$ cat config.mk
export PLATFORM = sky130hd
export DESIGN_NAME = ddr_rx_capture
export DESIGN_NICKNAME = d
export VERILOG_FILES = /design/src/rtl/ddr_rx_capture.sv
export SDC_FILE = /design/constraint.sdc
export NUM_CORES = 1
export LEC_CHECK = 0
export CAP_MARGIN = 5
export CORE_ASPECT_RATIO = 0.9
export CORE_UTILIZATION = 25
export DETAILED_ROUTE_END_ITERATION = 6
export DONT_BUFFER_PORTS = 1
export PLACE_DENSITY_LB_ADDON = 0.25
export SETUP_SLACK_MARGIN = 0.1
export SLEW_MARGIN = 0
export SYNTH_ARGS = -nofsm -noshare
export SYNTH_HDL_FRONTEND = slang
export SYNTH_SLANG_ARGS = --single-unit
$ cat constraint.sdc
create_clock -name clk -period 5.2 [get_ports clk]
set_input_delay 0.52 -clock clk [delete_from_list [all_inputs] [get_ports clk]]
set_output_delay 0.52 -clock clk [all_outputs]
set_load 0.02 [all_outputs]
$ cat src/rtl/ddr_rx_capture.sv
// DDR receive capture: samples din on both clk edges, pairs the beats per the
// latched phase alignment and packs GEAR pairs per word for a counted burst.
module ddr_rx_capture #(
  parameter int WIDTH    = 8,
  parameter int GEAR     = 2,
  parameter int CNT_BITS = 8
) (
  input  logic                      clk,
  input  logic                      reset,
  input  logic [WIDTH-1:0]          din,
  input  logic                      capture_start,
  input  logic [CNT_BITS-1:0]       capture_len,
  input  logic                      phase_sel,
  output logic [WIDTH-1:0]          dout_ris,
  output logic [WIDTH-1:0]          dout_fal,
  output logic [2*WIDTH*GEAR-1:0]   dout,
  output logic                      dout_valid,
  output logic                      busy,
  output logic                      done
);

  localparam int PW = 2 * WIDTH;
  localparam int DW = PW * GEAR;

  typedef enum logic [1:0] {IDLE, ALIGN, RUN} state_t;

  state_t                state, state_next;
  logic [WIDTH-1:0]      rise_p0, fal_p0, fal_p2;
  logic [PW-1:0]         pair;
  logic [DW-1:0]         gbox, gbox_shift;
  logic [DW+PW-1:0]      gcat;
  logic [2:0]            gcnt;
  logic [CNT_BITS-1:0]   wcnt, len_q;
  logic                  phase_q, first;
  logic                  load, clr_first, shift, word_end, finish;

  // Stage p0: falling-edge capture
  always_ff @(negedge clk or posedge reset) begin
    if (reset) fal_p0 <= '0;
    else       fal_p0 <= din;
  end

  // Stage p0/p1/p2: rising capture, same-edge realignment, delayed fall beat
  always_ff @(posedge clk or posedge reset) begin
    if (reset) begin
      rise_p0  <= '0;
      dout_ris <= '0;
      dout_fal <= '0;
      fal_p2   <= '0;
    end else begin
      rise_p0  <= din;
      dout_ris <= rise_p0;
      dout_fal <= fal_p0;
      fal_p2   <= dout_fal;
    end
  end

  // Phase 1 pairs a fall beat with the following rise beat, one cycle older.
  assign pair       = phase_q ? {fal_p2, dout_ris} : {dout_ris, dout_fal};
  assign gcat       = {gbox, pair};
  assign gbox_shift = gcat[DW-1:0];
  assign busy       = (state != IDLE);

  always_comb begin
    state_next = state;
    load       = 1'b0;
    clr_first  = 1'b0;
    shift      = 1'b0;
    word_end   = 1'b0;
    finish     = 1'b0;
    case (state)
      IDLE: begin
        if (capture_start) begin
          load       = 1'b1;
          state_next = phase_sel ? ALIGN : RUN;
        end
      end
      ALIGN: begin
        if (len_q == '0) begin
          finish     = 1'b1;
          state_next = IDLE;
        end else begin
          state_next = RUN;
        end
      end
      RUN: begin
        // The first RUN edge only primes the pair pipeline.
        if (first) begin
          if (len_q == '0) begin
            finish     = 1'b1;
            state_next = IDLE;
          end else begin
            clr_first = 1'b1;
          end
        end else begin
          shift = 1'b1;
          if (gcnt == 3'(GEAR - 1)) begin
            word_end = 1'b1;
            if (wcnt == len_q - CNT_BITS'(1)) begin
              finish     = 1'b1;
              state_next = IDLE;
            end
          end
        end
      end
      default: state_next = IDLE;
    endcase
  end

  always_ff @(posedge clk or posedge reset) begin
    if (reset) begin
      state      <= IDLE;
      first      <= 1'b0;
      gcnt       <= '0;
      wcnt       <= '0;
      len_q      <= '0;
      phase_q    <= 1'b0;
      gbox       <= '0;
      dout       <= '0;
      dout_valid <= 1'b0;
      done       <= 1'b0;
    end else begin
      state      <= state_next;
      dout_valid <= word_end;
      done       <= finish;
      if (load) begin
        len_q   <= capture_len;
        phase_q <= phase_sel;
        first   <= 1'b1;
        gcnt    <= '0;
        wcnt    <= '0;
      end
      if (clr_first) first <= 1'b0;
      if (shift) begin
        gbox <= gbox_shift;
        gcnt <= word_end ? 3'd0 : gcnt + 3'd1;
      end
      if (word_end) begin
        dout <= gbox_shift;
        wcnt <= wcnt + CNT_BITS'(1);
      end
    end
  end

endmodule

== Word level (Yosys, flattened, before mapping) ==
Index checks and enable logic that the tools add are counted.
Operators by class
  reduce and logical (&&, ||, !) cells: 7
  bitwise gates (word level): 0
  muxes and demuxes: 31
  equality and inequality tests: 8
  magnitude comparators: 0
  multipliers: 0
  shifts and indexed selects: 0
  add/subtract/negate cells: 3
  div/mod/pow operators: 0
Operators with widths (count)
  $mux 1: 16
  $mux 16: 1
  $mux 8: 2
  $mux 2: 7
  $mux 3: 3
  $ne 3x3->1 const B: 3
  $add 8x1->8 const B: 1
  $eq 8x8->1: 1
  $logic_not 8->1: 1
  $reduce_bool 2->1: 4
  $sub 8x1->8 const B: 1
  $pmux 2 s3: 1
  $reduce_and 4->1: 1
  $add 3x1->3 const B: 1
  $eq 3x1->1 const B: 1
  $eq 2x1->1 const B: 1
  $eq 2x2->1 const B: 1
  $logic_not 2->1: 1
  $ne 2x2->1 const B: 1
  $pmux 1 s2: 1
Word-level totals
  memory bits (writable): 0
  register bits after elaboration: 113
  word-level logic and storage cells: 64
  latch bits: 0
  memory bits (read-only): 0
  memories kept: 0
  output and inout port bits: 51

== Depth between registers and ports, before layout ==
  depth in word-level cells: 6
  gate-level depth with buffers: 8
  depth with buffers taken out: 8

==> reports/metrics.yaml <==
placement:
  gp_congestion: 0.767
  dp_hpwl_um: 5900
  portBuffers: 0
  place_ws_ps: 1620
final_layout:
  multi_input_area_sq_mm: 0.00146
  final_nets: 416
  drive_above_1_share_pct: 13.5
  fillers: 1796
  num_antenna_cells: 0
  seqCellArea_sq_mm: 0.00283
  area_growth_pct: 19.5
  fin_util_pct: 30.7
run:
  maxCapViolCount: 0
logic_synthesis:
  yosys_warnings: 0
  muxShareOfSynthArea_pct: 6.44
  avgSynthCellArea_sq_um: 11.5
  synth_fa_ha_area_share_pct: 2.29
  netlist_area_sq_mm: 0.00437
  synthFlopType: "dfrtp_1"
  ys_ff_latch: 113
  synth_xor_area_share_pct: 1.80
  ys_seq_area_share_pct: 64.7
  synth_fp_nets: 408
  synth_top_family_by_area: "simple AND/OR/NAND/NOR gates"
  synth_cell_types: 44
  synth_area_leaders: "dfrtp_1 60%, nand2_1 7.8%, dfrtn_1 4.6%"
  syn_inst: 380
  synth_compound_area_share_pct: 9.33
  synth_edf_count: 0
  synth_top_area_share_pct: 60.1
  synth-simple-area-share_pct: 13.5
  synth_area_leader_cell: "dfrtp_1"
  ys_top_cells_by_count: "105 x dfrtp_1, 91 x nand2_1, 39 x o21ai_0"
  async_flop_share_pct: 100
  synth.most_common_cell: "dfrtp_1"
global_route:
  antenna_found_initial: 0
  grt.busiest_layer: "met2"
  grt_pass1_vias: 2852
  grt_use_met1_pct: 13.2
  grt_start_max_net_pins: 58
  grtUsageMet2_pct: 17.5
  grt_pass1_wl_um: 15500
  grt_util_all_layers_pct: 11.5
  grt.overflow.total: 0
  grt_use_met3_pct: 6.41
route:
  drc: 0
  route.vias.total: 2732
  wire_per_inst_um: 14.5
  dr.pass1.iters: 4
  routed_wl_um: 9220
  viasPerCell: 4.30
  postRouteAntennaNets: 0
  drt_iter0_drc: 128
floorplanning:
  die_y_um: 127
  initial_core_util_pct: 25.7
  die_w_um: 141
  dieArea_sq_mm: 0.0180
  io_pins: 71
  core_area_sq_mm: 0.0170
  row_count: 45
cts:
  hold_buffers: 0
  cts_tree: "done"
  cts_setup_buffers: 0
  cts.sinks: 113
  path_clk_slew_ps: 50
  cts_root_buf: "clkbuf_16"
  clockBufferDepth: 2
  htreeDepth: 4
  cts_buffers: 17
  cts_resized: 0
  clk_latency_ps: 410
power_and_ir_drop:
  leakage_nw: 2.39
  p_per_area_mw_per_mm2: 622
  ir_drop_mv: 0.228
worst_setup_path:
  crit_chain: "clkinvlp_4"
  required_ps: 3140
  cp_slowest_cell: "clkinvlp_4"
  cpPeakStageDelay_ps: 490
  worst-path-buf-inv: 1
  worst-setup-path-type: "input port to asynchronous set/reset pin"
  crit_fanout: 38
  start_kind: "input port"
  cp.arrival_ps: 1030
  cpLargestDelayFamily: "buffers and inverters"
  setup.worst_path.end_class: "asynchronous set/reset pin"
sta:
  fin_worst_skew_ps: 21.7
  grt_setup_unrepaired: "no"
  finalHoldViolCount: 0
  slew_violations: 0
  setup_viol: 0
  worst_pin_slew_ps: 1000
  fin_setup_tns_ps: 0
  slew_headroom_pct: 33.3
  holdWs_ps: 116
  fin_ws_ps: 2100
worst_hold_path:
  min_path_type: "input port to asynchronous set/reset pin"
status:
  outcome: "complete, no violations"
kinds of logic (layout without fill, tap and decap cells):
group / Yosys count / after routing
AOI/OAI and AO/OA: 67 / 67
xor gates and xnor gates: 9 / 9
and+or+nand+nor: 133 / 133
adders and majority gates: 8 / 8
muxes: 27 / 27
DFF: 113 / 113
buffers and inverters: 23 / 44
registers in the layout (all words and copies together), names as in the netlist:
| register | cells |
|---|---|
| dout | 32 |
| gbox | 16 |
| dout_fal | 8 |
| dout_ris | 8 |
| fal_p0 | 8 |
| fal_p2 | 8 |
| len_q | 8 |
| rise_p0 | 8 |
| wcnt | 8 |
| gcnt | 3 |
| state | 2 |
| done | 1 |
| dout_valid | 1 |
| first | 1 |
| phase_q | 1 |
layer usage:
| metal | share of wire [%] | vias up |
|---|---|---|
| met3 | 9.2 | 8 |
| met2 | 46 | 63 |
| met1 | 44 | 1357 |
| met4 | 1.2 | 0 |
| met5 | 0 | - |
| li1 | - | 1304 |
metrics by stage:
step                      cells  area [sq um]  total power, W
after detailed placement    604          4640         0.00215
after CTS                   636          5230         0.00332
after floorplan             380          4380         0.00196
after global routing        636          5230         0.00348
final                       636          5230         0.00325
after global placement      604          4640         0.00213
area by class of cell:
class | count | share of cell area, %
multi-input cells | 244 | 27.9
well taps | 235 | 5.63
flip-flops and latches | 113 | 54.1
clock buffers | 19 | 8.67
repair buffers | 4 | 0.575
inverters | 8 | 0.647
clock inverters | 13 | 2.47
placed cells by master (no fill, tap or decap), drive strengths merged, types with 2 or more instances in the layout:
| cell | Yosys | routed |
|---|---|---|
| dfrtp | 105 | 105 |
| nand2 | 91 | 91 |
| o21ai | 45 | 45 |
| clkbuf | 13 | 19 |
| mux2i | 18 | 18 |
| inv | 8 | 11 |
| mux2 | 9 | 9 |
| nand3 | 9 | 9 |
| nor2 | 9 | 9 |
| ha | 8 | 8 |
| dfrtn | 8 | 8 |
| a21oi | 7 | 7 |
| nor3 | 6 | 6 |
| xor2 | 5 | 5 |
| clkinvlp | 0 | 5 |
| and3 | 4 | 4 |
| xnor2 | 4 | 4 |
| buf | 2 | 4 |
| clkinv | 0 | 4 |
| nand2b | 3 | 3 |
| o21a | 3 | 3 |
| and2 | 2 | 2 |
| o22ai | 2 | 2 |
| o211ai | 2 | 2 |
| nor4 | 2 | 2 |
path summary, 6_finish.rpt:
path                             start                     to  slack [ps]  cells past startpoint
max                              reset    fal_p0[0]$_DFF_NP0_        2100                      1
min                              reset   dout[12]$_DFFE_PP0P_         120                      1
max reg2reg        fal_p0[5]$_DFF_NP0_  dout_fal[5]$_DFF_PP0_        2180                      0
min reg2reg       rise_p0[0]$_DFF_PP0_  dout_ris[0]$_DFF_PP0_         340                      0
max in group clk   fal_p0[5]$_DFF_NP0_  dout_fal[5]$_DFF_PP0_        2180                      0
min in group clk                din[2]   rise_p0[2]$_DFF_PP0_         140                      0
report_power, final:
group | leakage [nW] | switching (W) | internal [W]
combinational | 0.711 | 0.000347 | 0.000269
sequential | 1.41 | 0.000383 | 0.00112
clock | 0.275 | 0.000440 | 0.000691
Note: power is estimated with default switching activity, not from simulation.
